**src/rtl/ship_motion_ctrl_pkg.sv**
```systemverilog
// Shared definitions for the ship motion controller.
//   ANGLE_W  : width of the heading index (32 steps)
//   q1_17_t  : signed Q1.17 sample type used for sin/cos
//   SIN_QTR  : quarter-wave sine table, k = 0..8 (k*11.25 deg), 1.0 saturated
//   state_t  : per-frame update sequence
package ship_motion_ctrl_pkg;

    localparam int ANGLE_W = 5;
    localparam int Q_W     = 18;

    typedef logic signed [Q_W-1:0] q1_17_t;

    localparam logic [16:0] SIN_QTR [0:8] = '{
        17'd0,      17'd25571,  17'd50159,  17'd72820, 17'd92682,
        17'd108981, 17'd121095, 17'd128553, 17'd131071
    };

    typedef enum logic [2:0] {
        S_IDLE,
        S_ROT,
        S_LUT,
        S_ACCEL,
        S_DRAG,
        S_MOVE,
        S_WRAP,
        S_PUBLISH
    } state_t;

endpackage

```
**src/rtl/ship_motion_ctrl_sincos_lut.sv**
```systemverilog
// Registered sin/cos of a 32-step heading, built from a quarter-wave table
// by quadrant folding. One clock of latency.
//   clk, resetN : clock, async active-low reset (resets to heading 0)
//   angle       : heading index, 0 = up, increasing clockwise
//   sin_val     : sin(angle), Q1.17
//   cos_val     : cos(angle), Q1.17
module sincos_lut
    import ship_motion_ctrl_pkg::*;
(
    input  logic               clk,
    input  logic               resetN,
    input  logic [ANGLE_W-1:0] angle,
    output q1_17_t             sin_val,
    output q1_17_t             cos_val
);

    logic [1:0] quad;
    logic [2:0] k;
    logic [3:0] k_rev;
    q1_17_t     mag_fwd;   // T[k]
    q1_17_t     mag_rev;   // T[8-k]
    q1_17_t     sin_d, sin_q;
    q1_17_t     cos_d, cos_q;

    assign quad  = angle[4:3];
    assign k     = angle[2:0];
    assign k_rev = 4'd8 - {1'b0, k};

    // cos(a) = sin(a + 8 steps), so each quadrant just swaps/negates the
    // forward and reversed table reads.
    always_comb begin
        mag_fwd = {1'b0, SIN_QTR[k]};
        mag_rev = {1'b0, SIN_QTR[k_rev]};
        sin_d   = sin_q;
        cos_d   = cos_q;
        case (quad)
            2'd0: begin sin_d =  mag_fwd; cos_d =  mag_rev; end
            2'd1: begin sin_d =  mag_rev; cos_d = -mag_fwd; end
            2'd2: begin sin_d = -mag_fwd; cos_d = -mag_rev; end
            default: begin sin_d = -mag_rev; cos_d =  mag_fwd; end
        endcase
    end

    always_ff @(posedge clk or negedge resetN) begin
        if (!resetN) begin
            sin_q <= '0;
            cos_q <= 18'sd131071;
        end else begin
            sin_q <= sin_d;
            cos_q <= cos_d;
        end
    end

    assign sin_val = sin_q;
    assign cos_val = cos_q;

endmodule

```
**src/rtl/ship_motion_ctrl.sv**
```systemverilog
// Per-frame motion/heading controller for the player ship sprite.
// On each frame_start it steps rotate -> table -> thrust -> drag/clamp ->
// move -> wrap -> publish, one clock each, then holds its outputs for the
// rest of the frame. load respawns the ship from any state.
//   clk, resetN            : clock, async active-low reset
//   frame_start            : one-clk pulse at start of vertical blank
//   key_left/right/thrust  : level keyboard inputs
//   load, load_x, load_y   : respawn strobe and centre position
//   topLeft_x, topLeft_y   : published sprite top-left
//   sin_val, cos_val       : published heading sin/cos, Q1.17
//   angle                  : published heading index
//   upd_done               : pulses when the outputs are republished
//   frame_missed           : pulses when frame_start arrives mid-update
module ship_motion_ctrl
    import ship_motion_ctrl_pkg::*;
#(
    parameter int WIDTH           = 640,
    parameter int HEIGHT          = 480,
    parameter int SINCOS_FRACTION = 17,
    parameter int ANGLE_STEPS     = 32,
    parameter int POS_FRAC        = 8,
    parameter int ACCEL           = 64,
    parameter int DRAG_SHIFT      = 5,
    parameter int VMAX            = 1024,
    parameter int OFFSET_X        = 16,
    parameter int OFFSET_Y        = 16,
    parameter int START_X         = 320,
    parameter int START_Y         = 240
) (
    input  logic                      clk,
    input  logic                      resetN,
    input  logic                      frame_start,
    input  logic                      key_left,
    input  logic                      key_right,
    input  logic                      key_thrust,
    input  logic                      load,
    input  logic [$clog2(WIDTH)-1:0]  load_x,
    input  logic [$clog2(HEIGHT)-1:0] load_y,
    output logic [$clog2(WIDTH)-1:0]  topLeft_x,
    output logic [$clog2(HEIGHT)-1:0] topLeft_y,
    output logic signed [17:0]        sin_val,
    output logic signed [17:0]        cos_val,
    output logic [ANGLE_W-1:0]        angle,
    output logic                      upd_done,
    output logic                      frame_missed
);

    localparam int XW  = $clog2(WIDTH);
    localparam int YW  = $clog2(HEIGHT);
    localparam int XPW = XW + POS_FRAC;
    localparam int YPW = YW + POS_FRAC;
    localparam int MXW = XPW + 1;            // signed move result, may be out of range
    localparam int MYW = YPW + 1;
    localparam int VW  = $clog2(VMAX) + 2;
    localparam int PW  = Q_W + $clog2(ACCEL) + 2;

    localparam logic [XPW-1:0]        START_PX = XPW'(START_X * (2 ** POS_FRAC));
    localparam logic [YPW-1:0]        START_PY = YPW'(START_Y * (2 ** POS_FRAC));
    localparam logic signed [MXW-1:0] X_SPAN   = MXW'(WIDTH * (2 ** POS_FRAC));
    localparam logic signed [MYW-1:0] Y_SPAN   = MYW'(HEIGHT * (2 ** POS_FRAC));
    localparam logic signed [VW-1:0]  VMAX_C   = VW'(VMAX);
    localparam logic signed [PW-1:0]  ACCEL_C  = PW'(ACCEL);
    localparam logic [XW-1:0]         OFS_X    = XW'(OFFSET_X);
    localparam logic [YW-1:0]         OFS_Y    = YW'(OFFSET_Y);
    localparam logic [XW-1:0]         WRAP_X   = XW'(WIDTH - OFFSET_X);
    localparam logic [YW-1:0]         WRAP_Y   = YW'(HEIGHT - OFFSET_Y);

    state_t                  state_d, state_q;
    logic [ANGLE_W-1:0]      heading_d, heading_q;
    logic signed [VW-1:0]    vx_d, vx_q, vy_d, vy_q;
    logic signed [VW-1:0]    vx_dr, vy_dr;
    logic [XPW-1:0]          pos_x_d, pos_x_q;
    logic [YPW-1:0]          pos_y_d, pos_y_q;
    logic signed [MXW-1:0]   mv_x_d, mv_x_q;
    logic signed [MYW-1:0]   mv_y_d, mv_y_q;
    logic [XW-1:0]           tl_x_d, tl_x_q, ix;
    logic [YW-1:0]           tl_y_d, tl_y_q, iy;
    q1_17_t                  sin_d, sin_q, cos_d, cos_q;
    q1_17_t                  sin_lut, cos_lut;
    logic [ANGLE_W-1:0]      angle_pub_d, angle_pub_q;
    logic                    upd_done_d, upd_done_q;
    logic                    frame_missed_d, frame_missed_q;
    logic signed [PW-1:0]    sin_ext, cos_ext, prod_x, prod_y;

    // The table is fed the next heading, so its registered output always
    // matches heading_q -- this also covers the respawn path, where the
    // publish follows the load by a single clock.
    sincos_lut u_lut (
        .clk     (clk),
        .resetN  (resetN),
        .angle   (heading_d),
        .sin_val (sin_lut),
        .cos_val (cos_lut)
    );

    assign ix      = pos_x_q[XPW-1:POS_FRAC];
    assign iy      = pos_y_q[YPW-1:POS_FRAC];
    assign sin_ext = {{(PW-Q_W){sin_lut[Q_W-1]}}, sin_lut};
    assign cos_ext = {{(PW-Q_W){cos_lut[Q_W-1]}}, cos_lut};
    assign prod_x  = sin_ext * ACCEL_C;
    assign prod_y  = -cos_ext * ACCEL_C;     // screen y grows downward
    assign vx_dr   = vx_q - (vx_q >>> DRAG_SHIFT);
    assign vy_dr   = vy_q - (vy_q >>> DRAG_SHIFT);

    function automatic logic signed [VW-1:0] vclamp(input logic signed [VW-1:0] v);
        if (v > VMAX_C)       return VMAX_C;
        else if (v < -VMAX_C) return -VMAX_C;
        else                  return v;
    endfunction

    always_comb begin
        state_d        = state_q;
        heading_d      = heading_q;
        vx_d           = vx_q;
        vy_d           = vy_q;
        pos_x_d        = pos_x_q;
        pos_y_d        = pos_y_q;
        mv_x_d         = mv_x_q;
        mv_y_d         = mv_y_q;
        tl_x_d         = tl_x_q;
        tl_y_d         = tl_y_q;
        sin_d          = sin_q;
        cos_d          = cos_q;
        angle_pub_d    = angle_pub_q;
        upd_done_d     = 1'b0;
        frame_missed_d = frame_start && (state_q != S_IDLE) && !load;

        case (state_q)
            S_IDLE: if (frame_start) state_d = S_ROT;
            S_ROT: begin
                if (key_right && !key_left)      heading_d = heading_q + ANGLE_W'(1);
                else if (key_left && !key_right) heading_d = heading_q - ANGLE_W'(1);
                state_d = S_LUT;
            end
            S_LUT: state_d = S_ACCEL;
            S_ACCEL: begin
                if (key_thrust) begin
                    vx_d = vx_q + VW'(prod_x >>> SINCOS_FRACTION);
                    vy_d = vy_q + VW'(prod_y >>> SINCOS_FRACTION);
                end
                state_d = S_DRAG;
            end
            S_DRAG: begin
                vx_d    = vclamp(vx_dr);
                vy_d    = vclamp(vy_dr);
                state_d = S_MOVE;
            end
            S_MOVE: begin
                mv_x_d  = $signed({1'b0, pos_x_q}) + {{(MXW-VW){vx_q[VW-1]}}, vx_q};
                mv_y_d  = $signed({1'b0, pos_y_q}) + {{(MYW-VW){vy_q[VW-1]}}, vy_q};
                state_d = S_WRAP;
            end
            S_WRAP: begin
                // |v| <= VMAX < span, so one correction always lands in range
                if (mv_x_q < 0)            pos_x_d = XPW'(mv_x_q + X_SPAN);
                else if (mv_x_q >= X_SPAN) pos_x_d = XPW'(mv_x_q - X_SPAN);
                else                       pos_x_d = XPW'(mv_x_q);
                if (mv_y_q < 0)            pos_y_d = YPW'(mv_y_q + Y_SPAN);
                else if (mv_y_q >= Y_SPAN) pos_y_d = YPW'(mv_y_q - Y_SPAN);
                else                       pos_y_d = YPW'(mv_y_q);
                state_d = S_PUBLISH;
            end
            S_PUBLISH: begin
                tl_x_d      = (ix >= OFS_X) ? ix - OFS_X : ix + WRAP_X;
                tl_y_d      = (iy >= OFS_Y) ? iy - OFS_Y : iy + WRAP_Y;
                sin_d       = sin_lut;
                cos_d       = cos_lut;
                angle_pub_d = heading_q;
                upd_done_d  = 1'b1;
                state_d     = S_IDLE;
            end
            default: state_d = S_IDLE;
        endcase

        // Respawn wins over everything, including a publish in flight.
        if (load) begin
            state_d     = S_PUBLISH;
            heading_d   = '0;
            vx_d        = '0;
            vy_d        = '0;
            pos_x_d     = {load_x, {POS_FRAC{1'b0}}};
            pos_y_d     = {load_y, {POS_FRAC{1'b0}}};
            tl_x_d      = tl_x_q;
            tl_y_d      = tl_y_q;
            sin_d       = sin_q;
            cos_d       = cos_q;
            angle_pub_d = angle_pub_q;
            upd_done_d  = 1'b0;
        end
    end

    always_ff @(posedge clk or negedge resetN) begin
        if (!resetN) begin
            state_q        <= S_IDLE;
            heading_q      <= '0;
            vx_q           <= '0;
            vy_q           <= '0;
            pos_x_q        <= START_PX;
            pos_y_q        <= START_PY;
            mv_x_q         <= '0;
            mv_y_q         <= '0;
            tl_x_q         <= XW'(START_X - OFFSET_X);
            tl_y_q         <= YW'(START_Y - OFFSET_Y);
            sin_q          <= '0;
            cos_q          <= 18'sd131071;
            angle_pub_q    <= '0;
            upd_done_q     <= 1'b0;
            frame_missed_q <= 1'b0;
        end else begin
            state_q        <= state_d;
            heading_q      <= heading_d;
            vx_q           <= vx_d;
            vy_q           <= vy_d;
            pos_x_q        <= pos_x_d;
            pos_y_q        <= pos_y_d;
            mv_x_q         <= mv_x_d;
            mv_y_q         <= mv_y_d;
            tl_x_q         <= tl_x_d;
            tl_y_q         <= tl_y_d;
            sin_q          <= sin_d;
            cos_q          <= cos_d;
            angle_pub_q    <= angle_pub_d;
            upd_done_q     <= upd_done_d;
            frame_missed_q <= frame_missed_d;
        end
    end

    assign topLeft_x    = tl_x_q;
    assign topLeft_y    = tl_y_q;
    assign sin_val      = sin_q;
    assign cos_val      = cos_q;
    assign angle        = angle_pub_q;
    assign upd_done     = upd_done_q;
    assign frame_missed = frame_missed_q;

endmodule

```
**config.mk**
```make
export PLATFORM = sky130hd
export DESIGN_NAME = ship_motion_ctrl
export DESIGN_NICKNAME = d
export VERILOG_FILES = /design/src/rtl/ship_motion_ctrl_pkg.sv /design/src/rtl/ship_motion_ctrl_sincos_lut.sv /design/src/rtl/ship_motion_ctrl.sv
export SDC_FILE = /design/constraint.sdc
export NUM_CORES = 1
export LEC_CHECK = 0
export CAP_MARGIN = 20
export CORE_ASPECT_RATIO = 1.1
export CORE_MARGIN = 1
export CORE_UTILIZATION = 38
export CTS_CLUSTER_DIAMETER = 60
export DETAILED_ROUTE_END_ITERATION = 7
export DONT_BUFFER_PORTS = 1
export GPL_ROUTABILITY_DRIVEN = 0
export PLACE_DENSITY = 0.62
export SYNTH_ARGS = -nofsm -noshare
export SYNTH_HDL_FRONTEND = slang
export SYNTH_SLANG_ARGS = --single-unit
```
**constraint.sdc**
```tcl
create_clock -name clk -period 8.6 [get_ports clk]
set_input_delay 0.86 -clock clk [delete_from_list [all_inputs] [get_ports clk]]
set_output_delay 0.86 -clock clk [all_outputs]
set_load 0.03 [all_outputs]
```
==> results.txt <==
The main flop type after synthesis was dfrtp_1. For the total number of H-tree levels, the log shows 1. Top layer used by detailed routing: met4.

The standard cell core area is 35,300 um2. After detailed routing, the wire length on met1 is 15.8 mm. The die covers 36,700 um2. The path type of the worst setup path was flip-flop to flip-flop. The net count after synthesis was 1,594; the slack of the worst reg-to-reg path was 4.02 ns. The tools report the origin of the worst setup path as state_q[1]$_DFFE_PN0P_. In the layout the commonest cells are dfrtp_1, nand2_1, o21ai_0. The part of the Yosys area used for sequential elements came out at 0.374. The run gives 0 as the Yosys warning count. From synthesis to final layout, the design area changed by 10.4%. Summing all placed instances gives a cell area of 14,100 um2. In this run, placement finished with an instance count of 1,888.

In this run the critical register-to-register path is captured at u_lut.sin_val[16]$_DFF_PN0_. Counting every sink on the clock net gives 202. The maximum number of pins on one net before global-route repair was 203; the number of vias after detailed routing was 11,000. For the number of setup buffers added after CTS, the log shows 0. The biggest area contributor in the post-synthesis netlist is dfrtp_1. The period utilization was 0.532; the number of design rule violations left after detail routing was 0. Switching fraction of total power: 0.443. The number of cells on the worst reg-to-reg path is 15. Setup violations remaining at the end of the flow were counted as 0. Data on the critical path is required at its endpoint by 9.04 ns.

The tools report the number of distinct library cells after synthesis as 92. The remaining max-slew budget at the tightest pin is 0.354, and the register bit count reported by yosys is 202. Via count of the first global-routing pass: 10,800. The worst min-delay path class is input port to async pin. The internal power of the cells totals 0.00323 W. The worst setup path is captured at a flip-flop. The largest fanout of any net on the critical path was 22. Final instance count without filler cells: 1,938.

The capture point of the worst path was u_lut.sin_val[16]$_DFF_PN0_. After detailed routing, the average wire length per cell comes to 18.9 um. In this run the power density over the cells is 384 nW/um2. The DRC marker count from the first detailed-route iteration was 858.

Across the routed clock network, the largest skew measured is 0.0106 ns. The tools report the final number of hold-violating endpoints as 0. The fraction of layout instances using a drive strength above 1 works out to 0.130.

Summed over all layers, the global routing overflow is 0. The fraction of power consumed by the clock network is 0.206, and the time the worst path needs with I/O delays and setup is 4.58 ns. The global routing usage summed across all routing layers is 0.202, and the per-instance average area after synthesis is 9.36 um2. After the last flow step, the layout net total stands at 1,572. The part of the total power dissipated in sequential elements is 0.317. The count of TritonRoute iterations in the first routing pass is 7, and the initial antenna violation count is 0.

Aggregate routed wire length: 36.7 mm. The worst register-to-register path begins at state_q[1]$_DFFE_PN0P_. The tools report the initial standard-cell utilization of the core as 0.387. The top cell type's share of synthesized area came out at 0.286. The clock buffer count from CTS is 27, and the die span in y is 201 um.

For the fraction of the core area covered by cells at the end of the flow, the log shows 0.427. For this design the static power due to leakage is 6.74 nW. The part of the total power dissipated in combinational logic is 0.477. Post-CTS repair changed the size of 0 cells. The tools report the met2 wirelength from detailed routing as 17.9 mm. The die extent in x was 183 um; the count of antenna-violating nets left after detailed routing was 0.

The maximum frequency from static timing analysis was 218 MHz. Clock-pin slew was measured on the worst setup and hold paths at 0.06 ns. The finished cells cover 15,100 um2.

For the worst-skew pair, the clock arrives at the later sink with an insertion delay of 0.54 ns. For the pin with the worst max-slew slack, the measured transition is 0.945 ns. Data arrives at the worst endpoint at 5.02 ns. The number of vias per cell after detailed routing came out at 5.68. The fraction of registers with async set or reset after synthesis is 1.00, and the post-detailed-placement half-perimeter wirelength is 26.1 mm. The logs give 0 for the count of pins over their slew limit and 59.4 mm for the wire length of the first global-routing pass. The tools report the element type at the critical path start as a flip-flop. During placement, the flow inserted port buffers numbering 0. Across the run, the number of max-cap violations was 0. After detailed routing, the met3 layer carries 1.98 mm of wire.

Leaving out fill and tap cells, the most frequent cell in the layout is dfrtp_1. The summed instance area of the synthesized netlist came out at 13,700 um2. The cell sitting at the root of the clock tree is a clkbuf_16. In this run, synthesis inferred 0 flip-flops with an integrated enable. The initialized floorplan defines 72 standard-cell rows. Setup repair after global routing left no endpoint under its margin. By area the synthesized netlist is led by dfrtp_1, ha_1, dfstp_2. Worst IR drop on VDD: 0.192 mV. The design draws 0.00579 W. Summed over all failing endpoints, the final setup total negative slack is 0 ns. Worst-case clock buffer depth: 3. In this run the count of I/O pins placed on the die edge is 88. The diode insertion count for antenna repair came out at 0. TritonCTS built the clock tree. The flow ran to the end, and the final reports show no timing, DRC or antenna violations. The synthesized instance count was 1,458. The logs give 0 for the quantity of hold-fixing buffers added after cts and 0.00257 W for the reported net switching power.
synthesized netlist by cell type, types with 22 or more instances:
library cell,n
nand2_1,149
a21o_1,30
o21ai_0,111
xor2_1,30
a22oi_1,22
mux2_2,49
nor2_1,76
nor3_1,39
dfstp_2,46
o21a_1,23
nand3_1,34
ha_1,104
inv_1,56
xnor2_1,61
o21ai_1,23
a21oi_1,78
clkbuf_1,44
dfrtp_1,156
per-stage QoR:
stage / worst slack, ns / hold slack [ns]
4_1_cts: 4.06 / 0.0176
2_1_floorplan: 4.69 / 0.443
3_3_place_gp: 4.20 / 0.460
6_report: 4.02 / 0.0361
5_1_grt: 3.66 / 0.0164
3_5_place_dp: 4.06 / 0.466
how the worst min path moves through the flow:
stage	to	depth (start not counted)	slack [ns]	start
CTS	sin_val[17]$_DFFE_PN0P_	0	0.02	resetN
global placement	mv_y_q[6]$_DFFE_PN0P_	1	0.46	mv_y_q[6]$_DFFE_PN0P_
global route	mv_x_q[1]$_DFFE_PN0P_	0	0.02	resetN
detailed placement	sin_val[1]$_DFFE_PN0P_	1	0.47	u_lut.sin_val[1]$_DFF_PN0_
finish	pos_x_q[0]$_DFFE_PN0P_	0	0.04	resetN
floorplan	mv_y_q[12]$_DFFE_PN0P_	2	0.44	mv_y_q[12]$_DFFE_PN0P_
cell families (layout without fill, tap and decap cells):
family	Yosys count	after routing	share of synthesized area
AO/OA/AOI/OAI	453	453	0.225
XOR/XNOR	94	94	0.0624
adder cells (fa/ha/maj)	110	110	0.104
buffers and inverters	119	118	0.0344
flip-flops	202	202	0.374
multiplexers	68	68	0.0543
AND/OR/NAND/NOR	412	412	0.146
state kept, by name, indices dropped and copies added, names as in the netlist:
name,count
angle,5
cos_val,18
frame_missed,1
heading_q,5
mv_x_q,19
mv_y_q,18
pos_x_q,18
pos_y_q,17
sin_val,18
state_q,3
topLeft_x,10
topLeft_y,9
u_lut.cos_val,18
u_lut.sin_val,18
upd_done,1
vx_q,12
vy_q,12
critical path, stage by stage, from the launching register on:
cell and delay (ns):
dfrtp_1 0.41, inv_1 0.09, ha_1 0.29, nand2b_2 0.19, or3_1 0.38, a21o_1 0.36
ha_1 0.81, inv_1 0.34, a21boi_1 0.33, inv_1 0.08, ha_1 0.27, nand2_1 0.12
nor3b_2 0.10, a2111oi_0 0.50, o21ai_1 0.11, o211ai_1 0.10
power by group through the flow:
stage,sequential [W],clock (W),combinational (W)
after CTS,0.00184,0.00122,0.00275
after detailed placement,0.00186,0,0.00273
after global placement,0.00185,0,0.00269
final,0.00184,0.00119,0.00277
after global routing,0.00188,0.00126,0.00309
after floorplan,0.00170,0,0.00224
area by class of cell:
class                   instances  area [um2]
clock buffers                  33         718
clock inverters                17         238
fillers                      3442       20200
inverters                      59         223
multi-input cells            1137        8110
flip-flops and latches        202        5110
well taps                     481         602
repair buffers                  9        67.6
layer usage:
metal	vias up	track usage
met5	-	0
met4	0	0.0639
met3	62	0.0337
met2	273	0.347
met1	5333	0.258
li1	5340	-
No activity file was read; power rests on OpenSTA's default activity.
